## config.mk

```make
export PLATFORM = sky130hd
export DESIGN_NAME = acc_cpu_sequencer
export DESIGN_NICKNAME = d
export VERILOG_FILES = /design/src/rtl/acc_cpu_sequencer.sv
export SDC_FILE = /design/constraint.sdc
export NUM_CORES = 1
export LEC_CHECK = 0
export BUFFER_PORTS_ARGS = -buffer_cell sky130_fd_sc_hd__buf_2
export CORE_MARGIN = 2
export CORE_UTILIZATION = 57
export DETAILED_ROUTE_END_ITERATION = 6
export PLACE_DENSITY = 0.89
export REMOVE_ABC_BUFFERS = 1
export SLEW_MARGIN = 20
export SYNTH_ARGS = -nofsm -noshare
export SYNTH_HDL_FRONTEND = slang
export SYNTH_SLANG_ARGS = --single-unit
```

## constraint.sdc

```tcl
create_clock -name clk -period 6.3 [get_ports clk]
set_clock_uncertainty 0.15 [all_clocks]
set_input_delay 0.63 -clock clk [delete_from_list [all_inputs] [get_ports clk]]
set_output_delay 0.63 -clock clk [all_outputs]
set_load 0.02 [all_outputs]
```

## src/rtl/acc_cpu_sequencer.sv

```systemverilog
// Fetch/decode/execute sequencer for the accumulator machine; owns PC, IR and ACC
// and drives a single req/ack port into byte-addressed, little-endian main memory.
module acc_cpu_sequencer #(
    parameter int          DATA_W   = 16,
    parameter int          OPC_W    = 4,
    parameter int          ADDR_W   = DATA_W - OPC_W,
    parameter int unsigned RESET_PC = 0
) (
    input  logic              clk,
    input  logic              reset,
    input  logic              start,
    output logic              mem_req,
    output logic              mem_we,
    output logic [ADDR_W-1:0] mem_addr,
    output logic [DATA_W-1:0] mem_wdata,
    input  logic [DATA_W-1:0] mem_rdata,
    input  logic              mem_ack,
    output logic [ADDR_W-1:0] pc,
    output logic [DATA_W-1:0] ir,
    output logic [DATA_W-1:0] acc,
    output logic              carry,
    output logic              halted,
    output logic              illegal_op,
    output logic [1:0]        dbg_state
);

    localparam logic [1:0] S_HALT   = 2'd0;
    localparam logic [1:0] S_FETCH  = 2'd1;
    localparam logic [1:0] S_DECODE = 2'd2;
    localparam logic [1:0] S_MEM    = 2'd3;

    localparam logic [OPC_W-1:0] OP_ADD   = OPC_W'(0);
    localparam logic [OPC_W-1:0] OP_HALT  = OPC_W'(1);
    localparam logic [OPC_W-1:0] OP_LOAD  = OPC_W'(2);
    localparam logic [OPC_W-1:0] OP_STORE = OPC_W'(3);
    localparam logic [OPC_W-1:0] OP_CLEAR = OPC_W'(4);
    localparam logic [OPC_W-1:0] OP_SKIP  = OPC_W'(5);
    localparam logic [OPC_W-1:0] OP_JUMP  = OPC_W'(6);

    localparam logic [ADDR_W-1:0] WORD_BYTES = ADDR_W'(DATA_W / 8);

    logic [1:0]        r_state;
    logic [ADDR_W-1:0] r_pc;
    logic [DATA_W-1:0] r_ir;
    logic [DATA_W-1:0] r_acc;
    logic              r_carry;

    logic [OPC_W-1:0]  w_opc;
    logic [ADDR_W-1:0] w_x;
    logic [DATA_W:0]   w_sum;

    assign w_opc = r_ir[DATA_W-1 -: OPC_W];
    assign w_x   = r_ir[ADDR_W-1:0];
    assign w_sum = {1'b0, r_acc} + {1'b0, mem_rdata};

    // Handshake: req/addr/we/wdata are decoded from state and registers that only
    // change on an ack, so they hold steady through any number of wait cycles.
    // An ack arriving while req is low is never looked at.
    always_ff @(posedge clk) begin
        if (reset) begin
            r_state <= S_HALT;
            r_pc    <= ADDR_W'(RESET_PC);
            r_ir    <= '0;
            r_acc   <= '0;
            r_carry <= 1'b0;
        end else begin
            case (r_state)
                S_HALT: begin
                    if (start) begin
                        r_state <= S_FETCH;
                    end
                end
                S_FETCH: begin
                    if (mem_ack) begin
                        r_ir    <= mem_rdata;
                        r_pc    <= r_pc + WORD_BYTES;
                        r_state <= S_DECODE;
                    end
                end
                S_DECODE: begin
                    case (w_opc)
                        OP_ADD, OP_LOAD, OP_STORE: r_state <= S_MEM;
                        OP_HALT:                   r_state <= S_HALT;
                        OP_CLEAR: begin
                            r_acc   <= '0;
                            r_state <= S_FETCH;
                        end
                        OP_SKIP: begin
                            if (r_acc == '0) begin
                                r_pc <= r_pc + WORD_BYTES;
                            end
                            r_state <= S_FETCH;
                        end
                        OP_JUMP: begin
                            r_pc    <= w_x;
                            r_state <= S_FETCH;
                        end
                        default:                   r_state <= S_FETCH;
                    endcase
                end
                S_MEM: begin
                    if (mem_ack) begin
                        case (w_opc)
                            OP_ADD:  {r_carry, r_acc} <= w_sum;
                            OP_LOAD: r_acc <= mem_rdata;
                            default: ;
                        endcase
                        r_state <= S_FETCH;
                    end
                end
                default: r_state <= S_HALT;
            endcase
        end
    end

    always_comb begin
        mem_req   = 1'b0;
        mem_we    = 1'b0;
        mem_addr  = '0;
        mem_wdata = '0;
        case (r_state)
            S_FETCH: begin
                mem_req  = 1'b1;
                mem_addr = r_pc;
            end
            S_MEM: begin
                mem_req   = 1'b1;
                mem_we    = (w_opc == OP_STORE);
                mem_addr  = w_x;
                mem_wdata = r_acc;
            end
            default: ;
        endcase
    end

    assign pc         = r_pc;
    assign ir         = r_ir;
    assign acc        = r_acc;
    assign carry      = r_carry;
    assign halted     = (r_state == S_HALT);
    assign illegal_op = (r_state == S_DECODE) && (w_opc > OP_JUMP);
    assign dbg_state  = r_state;

endmodule

```

Word level (Yosys, flattened, before mapping). Index checks and enable logic that the tools add are counted.

Flip-flop bits (word level): 47. Latch bits: 0. Bits in writable memories: 0. Memory bits (read-only): 0. Input port bits: 20. Output and inout bits: 79. Word-level logic and storage cells: 54. Memories kept: 0.

$add $sub $neg: 2. $mul: 0. Divide/modulo/power cells: 0. Magnitude comparators: 1. Eq/ne operators: 16. Shift operators: 0. Muxes and demuxes: 17. Bitwise gates (word level): 0. Reductions and logical operators: 13.

Operators by type and width (number): case mux 12 bit (2 select lines) (3); case mux 16 bit (2 select lines) (2); 2-to-1 mux 16 bit (3); 2-to-1 mux 12 bit (2); adder 16 x 16 -> 17 bit (1); zero test 16 bit (1); adder 12 x 2 -> 12 bit, second input constant (1); equality test 4 x 3 -> 1 bit, second input constant (3); equality test 4 x 2 -> 1 bit, second input constant (2); case mux 2 bit (4 select lines) (1); AND reduction 4 bit (2); 2-to-1 mux 2 bit (3); != test 2 bit, second input constant (3); != test 3 x 1 -> 1 bit, second input constant (2); AND reduction 3 bit (2); equality test 2 bit, second input constant (2); equality test 4 x 1 -> 1 bit, second input constant (1); > comparator 4 x 3 -> 1 bit, second input constant (1); zero test 4 bit (1); case mux 2 bit (2 select lines) (1); nonzero test 2 bit (2); != test 3 bit, second input constant (1); OR reduction 3 bit (1); equality test 2 x 1 -> 1 bit, second input constant (1); other kinds (6) (7).

Longest topological paths before layout. Gate-level depths: netlist (run 1).

Depth in word-level cells: 4. Gate-level depth with buffers: 10. Mapped depth without buffers: 8.

Worst setup path before layout (run 1). No wires, ideal clock.

Kind: input-to-reg. Start: input mem_rdata[0]. End: register r_acc[14] (netlist: acc[14]). Setup time: 95 ps. Arrival: 2418 ps. Required time: 6055 ps. Path slack: 3636 ps. Stages on the path: 8. Path buffers: 0. Cells stage by stage: ha_1 -> fa_1 -> a211oi_1 -> o211ai_1 -> a31oi_1 -> o31ai_2 -> xnor2_1 -> a221oi_1.

Word-level cells in the longest chain between the ends: 4.

Ends and longest elaborated chain: start: declaration (RTL line 16) `input logic [DATA_W-1:0] mem_rdata,`; adder 16 x 16 -> 17 bit (RTL line 54) `assign w_sum = {1'b0, r_acc} + {1'b0, mem_rdata};`; case mux 16 bit (2 select lines) (RTL line 103) `case (w_opc)`; 2-to-1 mux 16 bit (RTL line 102) `if (mem_ack) begin`; case mux 16 bit (2 select lines) (RTL line 67) `case (r_state)`; end signal: assignment (RTL line 104) `OP_ADD: {r_carry, r_acc} <= w_sum;`; end signal: assignment (RTL line 105) `OP_LOAD: r_acc <= mem_rdata;`; end: declaration (RTL line 45) `logic [DATA_W-1:0] r_acc;`.

No other way between the ends. The select of a mux whose other input is x is not followed. A chain may end at the register's enable or synchronous reset.

Worst setup path in the final report (run 1). Ends and elaborated chain as after synthesis.

==> summary.txt, run 1 <==
Leak = 0.00177 µW
GR Util met2 = 48.7%
Worst Hold Launch = carry
Die width = 80.6 µm
Grt met3 use = 3.60%
Pwr dens = 182 mW/mm²
Max clock buf depth = 2
CTS clk-pin slew, worst paths = 100 ps
Slew HR = 40.7%
Number of synthesized register bits = 47
Post-synthesis sequential area ratio = 28.1%
RSZ-0062 raised after global routing = false
Max Clk Rate = 368 MHz
Final WL = 9.74 mm
Register Area = 941 µm²
CP bufs+invs = 1
Clock latency on the worst-skew pair = 300 ps
Initial antenna violation count = 0
Count leader, synth = nand2_1
Post-synthesis async set-or-reset flop share = 0%
Antenna-violating nets left = 0
Status = complete, no violations
Util after Layout = 70.1%
Worst min path class = flip-flop to flip-flop
Post-cts hold buffer count = 0
Nature of the critical path startpoint = input port
Worst Hold Depth = 2
MaxCap Viol Count = 0
Share of cells above drive strength 1 = 21.5%
Remaining global-route overflow = 0
Initial Util = 60.0%
Worst-Margin Slew = 890 ps
Finished Layout Cells = 608
PortBufs = 98
Synthesis-to-finish area growth = 16.9%
Mapped Avg Cell Area = 7.30 µm²
Area leader, netlist = dfxtp_1
Reg-to-Reg End = acc[14]
Crit path kind = input port to flip-flop
Worst Path Arrival = 2780 ps
GRT met1 Usage = 39.8%
# H-tree levels = 2
Fraction of the cycle the final worst path needs = 43.1%
Synth unique cells = 53
Initial DRC count = 359
Core ar. = 0.00557 mm²
CTS sink cnt = 47
Fillers = 462
Worst R2R Setup Slack = 3630 ps
DP HPWL = 7.12 mm
Yosys warning total = 0
Vias in the first global route = 3293
CP max stage delay = 430 ps
Area of the die = 0.00650 mm²
Top FF cell, synth = dfxtp_1
Largest cells by area after synthesis = dfxtp_1 28%, nand2_1 8.9%, ha_1 7.9%, a21oi_1 7.5%, o21ai_0 4.5%
Worst Setup End Kind = flip-flop
CTS tree = yes
Final setup fails = 0
First-pass iteration count of the detailed router = 5
Minimum clock period = 2720 ps
CP cell instances = buf_2 > ha_1 > fa_1 > a211oi_1 > o211ai_1 > a31oi_1 > o31ai_2 > xnor2_1 > a221oi_1
IO Pins = 99
Post-DR vias/cell = 6.18
Largest net degree at the start of global routing = 47
Design Power = 712 µW
CTS buffer count = 5
First-pass GRT wire length = 15.4 mm
Die Height = 80.6 µm
Hold EP = carry
Final Hold Vio Count = 0
Worst EP required = 6360 ps
Number of core rows = 27
Placed insts = 600
Routability cong. = 0.995
Worst reg2reg path startpoint = acc[0]
Number of synthesized flops with an enable pin = 0
Peak VDD IR = 0.108 mV
Pins over their slew limit = 0
Diode count = 0
Top cell type's share of synthesized area = 28.1%
DRC = 0
CTS root buf = clkbuf_8
GRT busiest layer = met2
Worst reg2reg path depth = 8
Post-synth top cells = 79 x nand2_1, 50 x a21oi_1, 47 x dfxtp_1, 30 x nor2_1, 30 x o21ai_0
Drt wl/cell = 16.0 µm
All-Layer GR Usage = 29.5%
Crit-path max FO = 4
Post-synthesis cell count = 458
Mapped cell area = 0.00334 mm²
Final TNS setup = 0 ps
Slowest stage cell, crit path = fa_1
Multi-input gate area = 0.00222 mm²
Family with the most delay on the worst path = compound AO/OA/AOI/OAI gates
Post-CTS Setup Repair Bufs = 0
# nets final = 577
Via count = 3759
Post-CTS sizing = 0
[worst reg2reg max path: stages (launching register included)]
cell	delay, ps
dfxtp_1	380
ha_1	250
fa_1	430
a211oi_1	400
o211ai_1	240
a31oi_1	240
o31ai_2	90
xnor2_1	130
a221oi_1	260
[power breakdown]
group / switching (µW) / internal [µW] / leakage, µW
clock network: 113 / 79.6 / 0.0000408
registers: 20.2 / 312 / 0.000380
logic: 126 / 61.3 / 0.00135
[through the flow]
step           hold slack, ps  setup slack (ps)  cell area [µm²]
6_report                  349              3580             3910
3_3_place_gp              315              3340             3820
4_1_cts                   346              3580             3910
3_5_place_dp              331              3260             3820
2_1_floorplan             384              3480             3220
5_1_grt                   371              3390             3910
[cell usage in the layout (no fill, tap or decap), types with 3 or more instances in the layout]
cell type and n:
o22ai_1 6, ha_1 21, a21oi_1 50, inv_1 17, nor3_1 3, nor2b_1 3
a211oi_1 10, xnor2_1 7, and2_1 19, nand3_1 10, a31oi_1 6, a221oi_1 3
dfxtp_1 47, nand2_1 79, a22oi_1 3, xor2_1 3, and3_1 10, a21o_1 4
buf_2 98, nor2_1 30, o21ai_0 30, nand4_1 9, clkbuf_8 5, a22o_1 13
nor4_1 5, o211ai_1 3
[area by class of cell]
cell class              instances  share of cell area [%]
inverters                      17                    1.63
well taps                      72                    2.30
clock buffers                   5                    1.76
flip-flops and latches         47                    24.1
multi-input cells             364                    56.7
repair buffers                100                    12.9
clock inverters                 3                   0.608
[flip-flops by register name, indices dropped and copies added, names as in the netlist]
| name | count |
|---|---|
| acc | 16 |
| carry | 1 |
| dbg_state | 2 |
| ir | 16 |
| pc | 12 |
[cell families (layout without fill, tap and decap cells)]
kind of cell / Yosys count / after routing / synth area share, %
XOR/XNOR: 10 / 10 / 2.62
adder cells (fa/ha/maj): 22 / 22 / 8.45
multiplexers: 2 / 2 / 0.599
AND/OR/NAND/NOR: 182 / 182 / 26.1
flip-flops: 47 / 47 / 28.1
buffers and inverters: 47 / 125 / 5.61
AO/OA/AOI/OAI: 148 / 148 / 28.5
[metal layers]
layer / up-vias / share of wire [%]
met5: - / 0
met4: 0 / 2.0
met3: 24 / 9.6
met2: 240 / 46
met1: 1691 / 42
li1: 1804 / -
[worst max path at each step]
| stage | end | cells past startpoint | slack (ps) | from |
|---|---|---|---|---|
| floorplan | acc[6] | 6 | 3480 | dbg_state[1] |
| detailed placement | acc[14] | 9 | 3260 | mem_rdata[0] |
| CTS | acc[14] | 9 | 3580 | mem_rdata[0] |
| global route | acc[14] | 9 | 3390 | mem_rdata[0] |
| global placement | acc[14] | 9 | 3340 | mem_rdata[0] |
| finish | acc[14] | 9 | 3580 | mem_rdata[0] |
Note: power is estimated with default switching activity, not from simulation.
==> run 2, diff against run 1 <==
--- a/config.mk
+++ b/config.mk
@@ -5,11 +5,12 @@
 export SDC_FILE = /design/constraint.sdc
 export NUM_CORES = 1
 export LEC_CHECK = 0
+export ABC_AREA = 1
 export BUFFER_PORTS_ARGS = -buffer_cell sky130_fd_sc_hd__buf_2
 export CORE_MARGIN = 2
-export CORE_UTILIZATION = 57
+export CORE_UTILIZATION = 53
 export DETAILED_ROUTE_END_ITERATION = 6
-export PLACE_DENSITY = 0.89
+export PLACE_DENSITY = 0.83
 export REMOVE_ABC_BUFFERS = 1
 export SLEW_MARGIN = 20
 export SYNTH_ARGS = -nofsm -noshare
==> constraint.sdc (replaced) <==
create_clock -name clk -period 2.7 [get_ports clk]
set_clock_uncertainty 0.15 [all_clocks]
set_input_delay 0.27 -clock clk [delete_from_list [all_inputs] [get_ports clk]]
set_output_delay 0.27 -clock clk [all_outputs]
set_load 0.02 [all_outputs]
==> summary.txt, run 2 <==
CTS tree = yes
RSZ-0062 raised after global routing = false
Nature of the critical path startpoint = flip-flop
Pre-CTS WS = 529 ps
Post-synthesis async set-or-reset flop share = 0%
Die width = 86.7 µm
Worst R2R Setup Slack = 600 ps
Finished Layout Cells = 766
Slew HR = 46.8%
Antenna-violating nets left = 0
Worst Setup End Kind = output port
Worst EP required = 2280 ps
Max Clk Rate = 426 MHz
Post-synthesis sequential area ratio = 26.0%
Top cell type's share of synthesized area = 26.0%
CP cell instances = ha_1 > buf_4 > clkinvlp_4 > nor4_1 > buf_2
Fillers = 633
First-pass GRT wire length = 15.9 mm
Final Hold Vio Count = 0
Routability cong. = 0.916
Post-CTS Setup Repair Bufs = 0
Sw Pwr = 1300 µW
Via count = 4098
Final worst setup slack = 351 ps
# nets final = 727
DP HPWL = 7.82 mm
Count leader, synth = nand2_1
Number of synthesized register bits = 47
Minimum clock period = 2350 ps
Crit path kind = flip-flop to output port
Drt wl/cell = 13.1 µm
Yosys warning total = 0
Remaining global-route overflow = 0
# H-tree levels = 2
Top FF cell, synth = dfxtp_1
All-Layer GR Usage = 26.0%
Fraction of the cycle the final worst path needs = 87.0%
Die Height = 86.7 µm
Sw frac = 48.3%
Synthesis-to-finish area growth = 17.7%
IO Pins = 99
Hold slack = 95.5 ps
Initial DRC count = 265
Worst-Margin Slew = 797 ps
CTS clk-pin slew, worst paths = 110 ps
Status = complete, no violations
Leak = 0.00240 µW
CTS root buf = clkbuf_8
Final WL = 10.0 mm
Crit-path max FO = 12
Mapped cell area = 0.00362 mm²
Slowest stage cell, crit path = dfxtp_1
Pint = 1390 µW
Post-synthesis cell count = 593
Area of the die = 0.00751 mm²
Number of core rows = 30
Initial antenna violation count = 0
Worst min path class = input port to flip-flop
Clock latency on the worst-skew pair = 310 ps
Post-DR vias/cell = 5.35
Post-synth top cells = 172 x nand2_1, 90 x inv_1, 53 x nor2_1, 47 x dfxtp_1, 44 x a21oi_1
Gate power share = 48.1%
Worst Path Arrival = 1930 ps
Core ar. = 0.00672 mm²
Largest cells by area after synthesis = dfxtp_1 26%, nand2_1 18%, inv_1 9.3%, ha_1 7.3%, a21oi_1 6.1%
Vias in the first global route = 3487
First-pass iteration count of the detailed router = 5
Largest net degree at the start of global routing = 32
Area leader, netlist = dfxtp_1
CTS buffer count = 5
Placed insts = 758
Diode count = 0
PortBufs = 98
Pins over their slew limit = 0
Commonest cells after routing, fill and taps aside = 172 x nand2_1, 98 x buf_2, 90 x inv_1
DRC = 0
Commonest non-fill, non-tap cell in the layout = nand2_1
MaxCap Viol Count = 0
CP max stage delay = 420 ps
Share of cells above drive strength 1 = 21.0%
Initial Util = 53.9%
Final setup fails = 0
Pwr dens = 632 mW/mm²
Peak VDD IR = 0.291 mV
Mapped Avg Cell Area = 6.11 µm²
Reg power frac = 34.9%
Synth unique cells = 42
CTS sink cnt = 47
Max clock buf depth = 2
Clock power share = 16.9%
Number of synthesized flops with an enable pin = 0
-- run 2: layout make-up --
| class | instances | area, µm² | area share (%) |
|---|---|---|---|
| clock inverter | 3 | 23.8 | 0.558 |
| inverter | 98 | 377 | 8.83 |
| multi-input combinational | 431 | 2230 | 52.4 |
| timing repair buffer | 102 | 520 | 12.2 |
| clock buffer | 5 | 68.8 | 1.61 |
| sequential | 47 | 941 | 22.1 |
| tap | 80 | 100 | 2.35 |
-- run 2: logic make-up (layout without fill, tap and decap cells) --
logic type / Yosys count / count (layout) / share of synthesized area (%)
flip-flops: 47 / 47 / 26.0
AND/OR/NAND/NOR: 291 / 291 / 34.6
buffers and inverters: 115 / 208 / 12.4
AO/OA/AOI/OAI: 109 / 109 / 17.0
XOR/XNOR: 8 / 8 / 1.93
adder cells (fa/ha/maj): 22 / 22 / 7.81
multiplexers: 1 / 1 / 0.276
-- run 2: per-stage QoR --
stage / utilization [%] / setup TNS [ps] / cell area [µm²] / power, µW
after floorplan: - / -71.4 / 3550 / 1830
after global placement: 62.0 / 0 / 4170 / 2200
after detailed placement: 62.0 / 0 / 4170 / 2230
after CTS: 63.4 / 0 / 4260 / 2680
after global routing: 63.4 / 0 / 4260 / 2860
final: 63.4 / 0 / 4260 / 2690
-- run 2: final timing paths --
path              depth (start not counted)       to         start
hold reg to reg                           2    ir[1]         ir[1]
setup reg to reg                         12  acc[14]        acc[0]
setup / recovery                          5   mem_we  dbg_state[1]
hold / removal                            3    ir[0]  mem_rdata[0]
-- run 2: power groups by stage --
stage	logic, µW	registers (µW)	clock network [µW]
2_1_floorplan	761	1070	0
3_3_place_gp	1260	944	0
3_5_place_dp	1280	953	0
4_1_cts	1280	938	457
5_1_grt	1420	955	485
6_report	1300	941	456
-- run 2: critical path, delay by kind of cell (launching register included) --
kind	cells	cell delay [ps]
flops	1	420
simple gates	1	300
buf+inv	3	710
fa+ha+maj	1	210
-- run 2: layer usage --
| metal | part of all wire (%) | global-route usage [%] | vias up | wire (µm) |
|---|---|---|---|---|
| met5 | 0 | 0 | - | 0 |
| met4 | 2.2 | 8.38 | 0 | 224 |
| met3 | 6.3 | 2.95 | 18 | 627 |
| met2 | 49 | 45.0 | 154 | 4900 |
| met1 | 43 | 33.8 | 1867 | 4280 |
| li1 | - | - | 2059 | - |
-- run 2: timing repair --
action,in CTS,in global routing
endpoints found under the setup margin,0,1
hold buffers,0,0
gates resized for setup,0,1
endpoints found under the hold margin,0,0
==> run 3, diff against run 2 <==
--- a/config.mk
+++ b/config.mk
@@ -6,11 +6,11 @@
 export NUM_CORES = 1
 export LEC_CHECK = 0
 export ABC_AREA = 1
-export BUFFER_PORTS_ARGS = -buffer_cell sky130_fd_sc_hd__buf_2
 export CORE_MARGIN = 2
-export CORE_UTILIZATION = 53
+export CORE_UTILIZATION = 60
 export DETAILED_ROUTE_END_ITERATION = 6
-export PLACE_DENSITY = 0.83
+export DONT_BUFFER_PORTS = 1
+export PLACE_DENSITY = 0.78
 export REMOVE_ABC_BUFFERS = 1
 export SLEW_MARGIN = 20
 export SYNTH_ARGS = -nofsm -noshare
==> summary.txt, run 3 (synthesis gave the netlist of run 2 again) <==
Largest net degree at the start of global routing = 32
Diode count = 0
Share of cells above drive strength 1 = 9.27%
Util after Layout = 66.3%
Final Hold Vio Count = 0
Core ar. = 0.00589 mm²
Final worst setup slack = 262 ps
Status = complete, no violations
Worst-Margin Slew = 907 ps
Die width = 81.7 µm
Worst EP required = 2280 ps
Met2 wire len = 4.74 mm
Worst Setup End Kind = output port
Worst reg2reg path startpoint = dbg_state[0]
Nature of the critical path startpoint = flip-flop
Fillers = 569
Slowest stage cell, crit path = dfxtp_1
CTS root buf = clkbuf_8
Vias in the first global route = 3346
Worst min path class = input port to flip-flop
Finished Layout Cells = 679
Critical path origin = dbg_state[1]
Initial DRC count = 142
CTS sink cnt = 47
Die Height = 81.7 µm
CTS clk-pin slew, worst paths = 100 ps
Minimum clock period = 2440 ps
Peak VDD IR = 0.551 mV
Wire length on met3 = 565 µm
Leak = 0.00198 µW
Worst Path Arrival = 2020 ps
CP bufs+invs = 2
Area of the die = 0.00667 mm²
Pins over their slew limit = 0
Worst path depth = 4
First-pass iteration count of the detailed router = 4
Reg-to-Reg End = pc[5]
DRC = 0
Met1 WL = 4.31 mm
CTS buffer count = 5
Number of core rows = 28
Post-CTS Setup Repair Bufs = 0
Top sig layer = met4
Final instance area = 0.00390 mm²
Slew HR = 39.3%
Initial Util = 61.5%
# nets final = 645
CP cell instances = ha_2 > clkinv_2 > nor4_1 > buf_4
Worst R2R Setup Slack = 430 ps
Pwr dens = 660 mW/mm²
Remaining global-route overflow = 0
Max Clk Rate = 410 MHz
IO Pins = 99
All-Layer GR Usage = 29.9%
Commonest cells after routing, fill and taps aside = 172 x nand2_1, 90 x inv_1, 53 x nor2_1
Antenna-violating nets left = 0
PortBufs = 0
Initial antenna violation count = 0
Clock latency on the worst-skew pair = 310 ps
Post-DR vias/cell = 5.53
MaxCap Viol Count = 0
Worst reg2reg path depth = 7
Final setup fails = 0
Routability cong. = 0.888
Drt wl/cell = 14.5 µm
DP HPWL = 7.29 mm
Synthesis-to-finish area growth = 7.67%
CTS tree = yes
Commonest non-fill, non-tap cell in the layout = nand2_1
Fraction of the cycle the final worst path needs = 90.3%
# H-tree levels = 2
CP endpoint = mem_we
DP Area = 0.00374 mm²
Family with the most delay on the worst path = flip-flops
Max clock buf depth = 2
Crit-path max FO = 10
Final WL = 9.84 mm
Via count = 3755
First-pass GRT wire length = 15.4 mm
CP max stage delay = 520 ps
RSZ-0062 raised after global routing = false
Placed insts = 664
Crit path kind = flip-flop to output port
Pre-CTS WS = 238 ps
run 3: cell types whose count changed in the layout (fill, tap and decap cells not counted), moves of 2 or more:
cell,previous run,this run
dlygate4sd3_1,0,7
clkinv_2,0,2
buf_2,98,0
buf_4,4,13
run 3: per-layer routing:
| metal | vias up | global-route usage, % |
|---|---|---|
| li1 | 1910 | - |
| met5 | - | 0 |
| met1 | 1716 | 37.5 |
| met4 | 0 | 11.8 |
| met3 | 19 | 5.05 |
| met2 | 110 | 50.9 |
run 3: worst min path at each step:
stage | slack (ps) | cells after the start | start | end
2_1_floorplan | 180 | 1 | reset | acc[10]
3_3_place_gp | 190 | 1 | reset | acc[9]
3_5_place_dp | 190 | 1 | reset | acc[13]
4_1_cts | 4 | 2 | mem_rdata[2] | ir[2]
5_1_grt | 1 | 2 | mem_rdata[15] | ir[15]
6_report | 2 | 2 | mem_rdata[2] | ir[2]
run 3: metrics by stage:
stage	hold slack, ps	TNS (ps)	total power (µW)
6_report	2.08	0	2580
5_1_grt	1.12	0	2740
4_1_cts	4.11	0	2570
3_5_place_dp	187	0	2110
3_3_place_gp	185	0	2080
2_1_floorplan	182	-71.4	1830
run 3: what timing repair did:
item,CTS,global route
resized for setup,1,1
hold buffers,7,0
hold endpoints to repair,22,0
setup endpoints to repair,7,1
gates cloned,0,0
run 3: cell type report:
type	count	area [µm²]	area share, %
clock buffers	5	68.8	1.76
flip-flops and latches	47	941	24.1
inverters	98	374	9.59
well taps	75	93.8	2.41
repair buffers	20	168	4.30
multi-input cells	431	2230	57.3
clock inverters	3	20.0	0.513
run 3: worst register-to-register path, delay by kind of cell (launching register included):
kind | cells | cell delay (ps)
adder cells (fa/ha/maj) | 1 | 310
flip-flops | 1 | 530
AND/OR/NAND/NOR | 1 | 300
AO/OA/AOI/OAI | 3 | 490
buffers and inverters | 2 | 440
run 3: power by group:
| part | switching, µW | internal [µW] | leakage [µW] |
|---|---|---|---|
| registers | 284 | 810 | 0.000383 |
| clock network | 265 | 181 | 0.0000402 |
| logic | 709 | 326 | 0.00155 |
| total | 1260 | 1320 | 0.00198 |
